[src/rtl/fifo_axis_drain.sv]
// rtl/fifo_axis_drain.sv - FIFO-to-AXI-Stream drain with 2-entry skid buffer and burst tlast
// Optional macro FIFO_AXIS_DRAIN_STATS_EN adds saturating beat_cnt/burst_cnt outputs.
module fifo_axis_drain #(
    parameter int DATA_W    = 16,
    parameter int BURST_LEN = 4,
    parameter int CNT_W     = 2
) (
    input  logic              clk,
    input  logic              rstp,
    input  logic              en,
    input  logic [DATA_W-1:0] fifo_dout,
    input  logic              fifo_emptyp,
    output logic              fifo_readp,
    output logic [DATA_W-1:0] m_tdata,
    output logic              m_tvalid,
    input  logic              m_tready,
    output logic              m_tlast,
`ifdef FIFO_AXIS_DRAIN_STATS_EN
    output logic [15:0]       beat_cnt,
    output logic [15:0]       burst_cnt,
`endif
    output logic              busy
);

    localparam logic [CNT_W-1:0] LAST_CNT = CNT_W'(BURST_LEN - 1);

    logic [1:0]        occ;
    logic              rd_pend;
    logic [CNT_W-1:0]  cnt;
    logic [DATA_W-1:0] entry0;
    logic [DATA_W-1:0] entry1;
    logic              pop;
    logic [2:0]        fill;
    logic              cap_hi;

    assign pop  = m_tvalid & m_tready;
    assign fill = {1'b0, occ} + {2'b00, rd_pend} - {2'b00, pop};

    // Credit rule: count the in-flight read so the buffer can never overflow.
    assign fifo_readp = en & ~fifo_emptyp & ~rstp & (fill < 3'd2);

    // Capture slot is occ - pop; a pending read guarantees occ <= 1.
    assign cap_hi = ((occ == 2'd1) & ~pop) | ((occ == 2'd2) & pop);

    assign m_tvalid = (occ != 2'd0);
    assign m_tdata  = entry0;
    assign m_tlast  = m_tvalid & (cnt == LAST_CNT);
    assign busy     = (occ != 2'd0) | rd_pend;

    always_ff @(posedge clk) begin
        if (rstp) begin
            occ     <= 2'd0;
            rd_pend <= 1'b0;
            cnt     <= '0;
            entry0  <= '0;
            entry1  <= '0;
        end else begin
            occ     <= fill[1:0];
            rd_pend <= fifo_readp;
            if (pop) begin
                entry0 <= entry1;
                cnt    <= (cnt == LAST_CNT) ? '0 : cnt + 1'b1;
            end
            // Capture after the shift so a simultaneous pop/capture lands in entry0.
            if (rd_pend) begin
                if (cap_hi) begin
                    entry1 <= fifo_dout;
                end else begin
                    entry0 <= fifo_dout;
                end
            end
        end
    end

`ifdef FIFO_AXIS_DRAIN_STATS_EN
    always_ff @(posedge clk) begin
        if (rstp) begin
            beat_cnt  <= 16'h0000;
            burst_cnt <= 16'h0000;
        end else begin
            if (pop && beat_cnt != 16'hFFFF) begin
                beat_cnt <= beat_cnt + 16'h0001;
            end
            if (pop && m_tlast && burst_cnt != 16'hFFFF) begin
                burst_cnt <= burst_cnt + 16'h0001;
            end
        end
    end
`endif

endmodule

[config.mk]
export PLATFORM = sky130hd
export DESIGN_NAME = fifo_axis_drain
export DESIGN_NICKNAME = d
export VERILOG_FILES = /design/src/rtl/fifo_axis_drain.sv
export SDC_FILE = /design/constraint.sdc
export NUM_CORES = 1
export LEC_CHECK = 0
export ABC_AREA = 1
export CORE_MARGIN = 2
export CORE_UTILIZATION = 35
export CTS_CLUSTER_SIZE = 16
export DETAILED_ROUTE_END_ITERATION = 7
export PLACE_DENSITY = 0.68
export SLEW_MARGIN = 5
export SYNTH_ARGS = -nofsm -noshare
export SYNTH_HDL_FRONTEND = slang
export SYNTH_SLANG_ARGS = --single-unit
[constraint.sdc]
create_clock -name clk -period 4.29 [get_ports clk]
set_input_delay 1.287 -clock clk [delete_from_list [all_inputs] [get_ports clk]]
set_output_delay 1.287 -clock clk [all_outputs]
set_load 0.005 [all_outputs]
# Word level (Yosys, flattened, before mapping)
# Index checks and enable logic that the tools add are counted.
# classes
add_sub_neg	3
n_lt_le_gt_ge	1
n_eq_ne	3
muxes	4
n_bitwise	12
n_reduce_logical	2
# op_table
operator	n
$mux 16	3
$and 1x1->1	7
$eq 2x2->1 const B	2
$add 2x1->3	1
$lt 3x2->1 const B	1
$not 1->1	3
$sub 3x1->3	1
$add 2x1->2 const B	1
$eq 2x1->1 const B	1
$mux 2	1
$or 1x1->1	2
$reduce_and 2->1	1
$reduce_bool 2->1	1
# totals
ff_bits	37
in_bits	21
out_inout_bits	20
word_cells	30

# Longest topological paths before layout
# Gate-level depths: netlist of the first run.
# depth
depth_word	7
mapped_depth	11
ltp_nobuf	10

# Worst setup path after synthesis of the first run
# OpenSTA, ideal clock, no wires.
# synth_path
kind	in2out
start	input m_tready
end	output fifo_readp
arrival_time_ns	2.684
required_time_ns	3.003
slack_ns	0.319
cell_stages	10
path_buffers	1
cell_sequence	inv_1 > nor2_1 > buf_4 > nand2_1 > nand2_1 > ha_1 > fa_1 > inv_1 > nand2_1 > nor4_1
# synth_between
elab_chain_cells	4
# synth_lines
element	line_no	source
start, declared	16	input logic m_tready,
$and 1x1->1	36	assign pop = m_tvalid & m_tready;
$sub 3x1->3	37	assign fill = {1'b0, occ} + {2'b00, rd_pend} - {2'b00, pop};
net fill[1]	33	logic [2:0] fill;
$lt 3x2->1	40	assign fifo_readp = en & ~fifo_emptyp & ~rstp & (fill < 3'd2);
$and 1x1->1	40	
end, declared	13	output logic fifo_readp,
# The timed path passes the listed nets, and every way through them passes these cells.

# Final worst setup path of the first run
# Same ends and word-level chain as after synthesis.

==> results.toml, run 1 <==
[clock_network]
cts_max_level = 2
clock_sinks = 37
cts_buffer_depth = 2
cts_hold_buffers = 0
tritoncts = "done"
clkTransAtPathRegs_ns = 0.07
insertion_delay_ns = 0.29
root_buffer = "clkbuf_8"
cts_buffers = 5

[min_path]
hold_depth = 2
min-delay-start = "entry1[12]"
whs_endpoint = "entry1[12]"
min_path_type = "reg2reg"

[timing]
rsz0062_at_grt = "false"
fmax_mhz = 246.6
setup_tns_ns = 0
tightest_slew_ns = 0.9591
period_minus_slack_ns = 4.056
fin_worst_skew_ns = 0.004231
setup_violations = 0
slew_headroom_pct = 35.99
finalCritPeriodShare_pct = 94.53
finalHoldViolCount = 0
finalMaxSlewViolations = 0

[drt]
first_pass_iters = 6
wire_per_inst_um = 10.17
drt_iter0_markers = 62
drcViolationCount = 0
viasPerCell = 4.208
antenna_left = 0
wirelength_um = 3762
vias = 1557

[layout]
syn_to_final_growth_pct = 29.98
diodes = 0
nets = 327
fin_util_pct = 47.58
layout-drive-gt1-share_pct = 7.591
design_area_sq_um = 2262

[global_route]
grt_pass1_wl_um = 6051
overflow = 0
first_global_vias = 1391
grt_max_degree = 35
antenna_found_initial = 0
grt.total_usage_pct = 14.66

[setup_path]
crit_path_frequent_cell = "nand2_1"
r2r_start = "occ[1]"
r2r_cells = 10
critical_path_class = "in2out"
critPathLaunchType = "input port"
cp_num_buf_inv = 4
crit_chain = "clkbuf_2 -> inv_1 -> nor2_2 -> nand2_1 -> nand2_1 -> ha_2 -> fa_1 -> inv_1 -> nand2_1 -> nor4_1 -> buf_2"
r2r-end = "rd_pend"
arrival_ns = 2.77
r2r_slack_ns = 2.28
slowest_stage = "fa_1"
required_ns = 3.00
end_kind = "output pin"
cp_max_fo = 3
max_stage_delay_ns = 0.40
crit_family = "adder cells"

[yosys]
synthTopCellsByArea = "dfxtp_1 43%, nand2_1 19%, nor2_1 15%"
yosysTopAreaCellShare_pct = 42.56
synth_cell_types = 22
syn_area_sq_um = 1740
syn_area_per_cell_sq_um = 6.668
yosys.area.top_type = "dfxtp_1"
synth_seq_cells = 37
seq_area_frac_synth_pct = 42.56
synth_cells = 261
synth.net_count = 285
yosysWarnings = 0

[floorplanning]
die_area_sq_um = 5552
coreArea_sq_um = 4755
initial_core_util_pct = 36.61
row_count = 25
io_pins = 41
die_h_um = 74.52
die_w_um = 74.52

[place]
place_area_sq_um = 2173
place_hpwl_um = 2406
gp_congestion = 0.7950
portBuffers = 40

[power_and_ir_drop]
p_per_area_nw_per_um2 = 470.8
p_total_mw = 1.065
ir_drop_mv = 0.1601
power_leakage_nw = 1.019

[flow_run]
drv_cap = 0

[status]
status = "complete, no violations"
-- registers in the layout, summed over array words and instances, names as in the netlist --
signal   cells
cnt          2
entry1      16
m_tdata     16
occ          2
rd_pend      1
-- cell families (layout without fill, tap and decap cells) --
group,count (synthesis),count (layout),share of synthesized area (%)
fa+ha+maj,3,3,2.588
xor+xnor,1,1,0.5033
buf+inv,36,78,10.50
flops,37,37,42.56
compound gates,17,17,5.176
simple gates,167,167,38.68
-- how the worst max path moves through the flow --
stage	from	endpoint	slack [ns]	depth (start not counted)
5_1_grt	m_tready	fifo_readp	0.08	11
3_3_place_gp	m_tready	fifo_readp	-0.57	11
3_5_place_dp	m_tready	fifo_readp	-0.64	11
6_report	m_tready	fifo_readp	0.23	11
2_1_floorplan	m_tready	fifo_readp	0.32	10
4_1_cts	m_tready	fifo_readp	0.02	11
-- synthesized netlist by cell type --
| cell type | number |
|---|---|
| inv_1 | 23 |
| buf_4 | 2 |
| nand3_1 | 2 |
| fa_1 | 1 |
| xnor2_1 | 1 |
| nor4_1 | 2 |
| buf_1 | 1 |
| o211a_1 | 1 |
| clkbuf_1 | 1 |
| inv_2 | 2 |
| nand2_1 | 87 |
| buf_6 | 5 |
| dfxtp_1 | 37 |
| nand3_4 | 1 |
| nor2_4 | 1 |
| ha_1 | 2 |
| o21ai_1 | 1 |
| nand2_2 | 1 |
| nor2_1 | 71 |
| o21ai_0 | 15 |
| buf_2 | 2 |
| nand2_4 | 2 |
-- repair_timing --
item,CTS,global route
pin swaps,1,2
hold endpoints to repair,0,0
gates resized for setup,8,1
setup endpoints to repair,1,1
buffers inserted,0,1
-- where the power goes --
| part | internal, mW | switching [mW] | total (mW) |
|---|---|---|---|
| combinational | 0.195 | 0.184 | 0.379 |
| clock | 0.127 | 0.117 | 0.245 |
| sequential | 0.405 | 0.0362 | 0.441 |
-- worst reg2reg max path: cells and delay by family (launching register included) --
family                   cells  cell delay [ns]
buffers and inverters        2             0.21
adder cells (fa/ha/maj)      2             0.60
AND/OR/NAND/NOR              6             0.73
flip-flops                   1             0.36
-- cell type report --
class                   count  area (sq um)
flip-flops and latches     37         740.7
well taps                  67         83.83
clock buffers               7         86.33
multi-input cells         188         822.0
fillers                   530          2492
inverters                  25         93.84
repair buffers             46         435.4
-- metrics by stage --
stage / hold slack, ns / worst slack [ns] / cells
floorplan: 0.4543 / 0.3195 / 261
global placement: 0.4636 / -0.5650 / 362
detailed placement: 0.4718 / -0.6372 / 362
CTS: 0.4890 / 0.02266 / 369
global route: 0.5056 / 0.08184 / 370
finish: 0.4831 / 0.2345 / 370
-- cells in the final DEF (no fill, tap or decap), types with 2 or more instances in the layout --
cell             synthesis  layout
dfxtp_1                 37      37
nor2_1                  71      70
o21ai_0                 15      15
nand2_4                  2       2
inv_2                    2       2
clkdlybuf4s50_1          0      38
inv_1                   23      23
nand3_1                  2       2
clkbuf_8                 0       6
buf_4                    2       6
nand2_1                 87      87
nor4_1                   2       2
-- metal layers --
metal	vias up	wire, um	share of wire (%)	global-route usage [%]
met1	660	1736	46	17.05
met5	-	0	0	0
li1	857	-	-	-
met3	6	195	5.2	5.285
met2	34	1769	47	24.58
met4	0	61	1.6	5.754
Note: power is estimated with default switching activity, not from simulation.
==> run 2: changes to the inputs <==
--- a/config.mk
+++ b/config.mk
@@ -11,6 +11,7 @@
 export CTS_CLUSTER_SIZE = 16
 export DETAILED_ROUTE_END_ITERATION = 7
 export PLACE_DENSITY = 0.68
+export SKIP_LAST_GASP = 1
 export SLEW_MARGIN = 5
 export SYNTH_ARGS = -nofsm -noshare
 export SYNTH_HDL_FRONTEND = slang
==> results of run 2 <==
Final layout, timing and power as in run 1 (identical DEF).
==> run 3: changes to the inputs <==
--- a/config.mk
+++ b/config.mk
@@ -7,10 +7,10 @@
 export LEC_CHECK = 0
 export ABC_AREA = 1
 export CORE_MARGIN = 2
-export CORE_UTILIZATION = 35
+export CORE_UTILIZATION = 40
 export CTS_CLUSTER_SIZE = 16
 export DETAILED_ROUTE_END_ITERATION = 7
-export PLACE_DENSITY = 0.68
+export PLACE_DENSITY = 0.74
 export SKIP_LAST_GASP = 1
 export SLEW_MARGIN = 5
 export SYNTH_ARGS = -nofsm -noshare
==> run 3 against run 2 <==
Net effect: core utilization up 8.2 points; clock skew is 0.0025 ns higher; combinational power about the same; largest power group unchanged.
==> results.toml, run 3 (synthesized netlist as in run 1, its figures left out) <==
[status]
status = "complete, no violations"

[min_path]
whs_endpoint = "entry1[11]"
hold_depth = 2
min_path_type = "reg2reg"
min-delay-start = "entry1[11]"

[clock_network]
cts_buffers = 5
cts_max_level = 2
cts_buffer_depth = 2
insertion_delay_ns = 0.29
clock_sinks = 37
root_buffer = "clkbuf_8"
tritoncts = "done"
clkTransAtPathRegs_ns = 0.07

[global_route]
overflow = 0
first_global_vias = 1438
grt_pass1_wl_um = 6444
antenna_found_initial = 0
grt_max_degree = 35
grt.total_usage_pct = 16.49

[setup_path]
startpoint = "m_tready"
r2r_start = "occ[1]"
crit_chain = "clkbuf_2 -> inv_1 -> nor2_2 -> nand2_1 -> nand2_1 -> ha_2 -> fa_1 -> inv_1 -> nand2_1 -> nor4_1 -> buf_2"
cp_max_fo = 3
r2r_cells = 11
crit_family = "adder cells"
max_stage_delay_ns = 0.42
crit_path_frequent_cell = "nand2_1"
slowest_stage = "fa_1"
critPathLaunchType = "input port"
required_ns = 3.00
r2r-end = "rd_pend"
end_kind = "output pin"
critical_path_class = "in2out"
r2r_slack_ns = 2.17
arrival_ns = 2.82
cp_num_buf_inv = 4

[drt]
wire_per_inst_um = 10.39
first_pass_iters = 4
viasPerCell = 4.392
antenna_left = 0
drcViolationCount = 0
wirelength_um = 3690
vias = 1559
drt_iter0_markers = 89

[timing]
finalCritPeriodShare_pct = 95.83
setup_violations = 0
tightest_slew_ns = 0.9544
worst_hold_slack_ns = 0.4830
fin_worst_skew_ns = 0.006748
slew_headroom_pct = 36.30
fmax_mhz = 243.2
finalHoldViolCount = 0
period_minus_slack_ns = 4.111
rsz0062_at_grt = "false"
finalMaxSlewViolations = 0

[layout]
diodes = 0
design_area_sq_um = 2278
fin_util_pct = 55.76
register_area_sq_um = 740.7
fillCellCount = 408
multi_input_area_sq_um = 822.0
layout-drive-gt1-share_pct = 8.197
syn_to_final_growth_pct = 30.91
nets = 328
final_common_cell = "nand2_1"
layout_common_cells = "87 x nand2_1, 70 x nor2_1, 38 x clkdlybuf4s50_1"

[floorplanning]
coreArea_sq_um = 4086
die_w_um = 69.96
row_count = 23
die_h_um = 69.96
io_pins = 41
die_area_sq_um = 4894
initial_core_util_pct = 42.59

[power_and_ir_drop]
p_per_area_nw_per_um2 = 496.4
ir_drop_mv = 0.3854
power_leakage_nw = 1.039

[place]
place_hpwl_um = 2326
gp_congestion = 0.6997
portBuffers = 40
place_area_sq_um = 2152

[flow_run]
drv_cap = 0
==> run 3: changes by cell type in the layout (fill, tap and decap cells not counted), sizes merged <==
cell / change
bufinv: +1
buf: +1
==> run 3: area by class of cell <==
cell class | instances | area share (%)
Sequential cell | 37 | 32.51
Clock inverter | 1 | 1.318
Inverter | 25 | 4.119
Timing Repair Buffer | 47 | 19.44
Tap cell | 50 | 2.746
Clock buffer | 7 | 3.789
Multi-Input combinational cell | 188 | 36.08
==> run 3: how the worst max path moves through the flow <==
stage            endpoint  slack [ns]  cells past startpoint
2_1_floorplan  fifo_readp        0.32                     10
3_3_place_gp   fifo_readp       -0.60                     11
3_5_place_dp   fifo_readp       -0.65                     11
4_1_cts        fifo_readp        0.03                     11
5_1_grt        fifo_readp        0.06                     11
6_report       fifo_readp        0.18                     11
==> run 3: report_power, final <==
part	internal, mW	leakage [nW]	switching (mW)	total (mW)
registers	0.405	0.300	0.0365	0.441
clock network	0.190	0.0585	0.123	0.312
logic	0.193	0.680	0.185	0.378
total	0.787	1.04	0.344	1.13
==> run 3: routing by layer <==
| metal | global-route usage, % | part of all wire, % | vias up |
|---|---|---|---|
| met4 | 5.128 | 1.2 | 0 |
| met2 | 27.51 | 46 | 34 |
| met3 | 5.195 | 5.4 | 5 |
| met1 | 20.23 | 47 | 657 |
| met5 | 0 | 0 | - |
| li1 | - | - | 863 |
==> run 3: what timing repair did <==
action,4_1_cts,5_1_grt
setup endpoints to repair,1,1
gates resized for setup,8,1
pin swaps,4,3
gates cloned,0,0
hold buffers,0,0
buffers inserted,1,1
==> run 3: worst reg2reg max path, cell delays in order (launching register included) <==
cell	delay [ns]
dfxtp_1	0.36
nor2_1	0.21
nor2_2	0.06
nand2_1	0.08
nand2_1	0.06
ha_2	0.17
fa_1	0.44
inv_1	0.08
nand2_1	0.07
buf_4	0.12
buf_4	0.12
nor4_1	0.24
==> run 3: through the flow <==
stage                     total power [mW]  setup TNS (ns)  setup WS (ns)  cells
after CTS                            1.143               0        0.03127    354
final                                1.131               0         0.1788    355
after detailed placement            0.8222         -0.6518        -0.6518    345
after global placement              0.8118         -0.5953        -0.5953    345
after floorplan                     0.6635               0         0.3195    261
after global routing                 1.214               0        0.05946    355
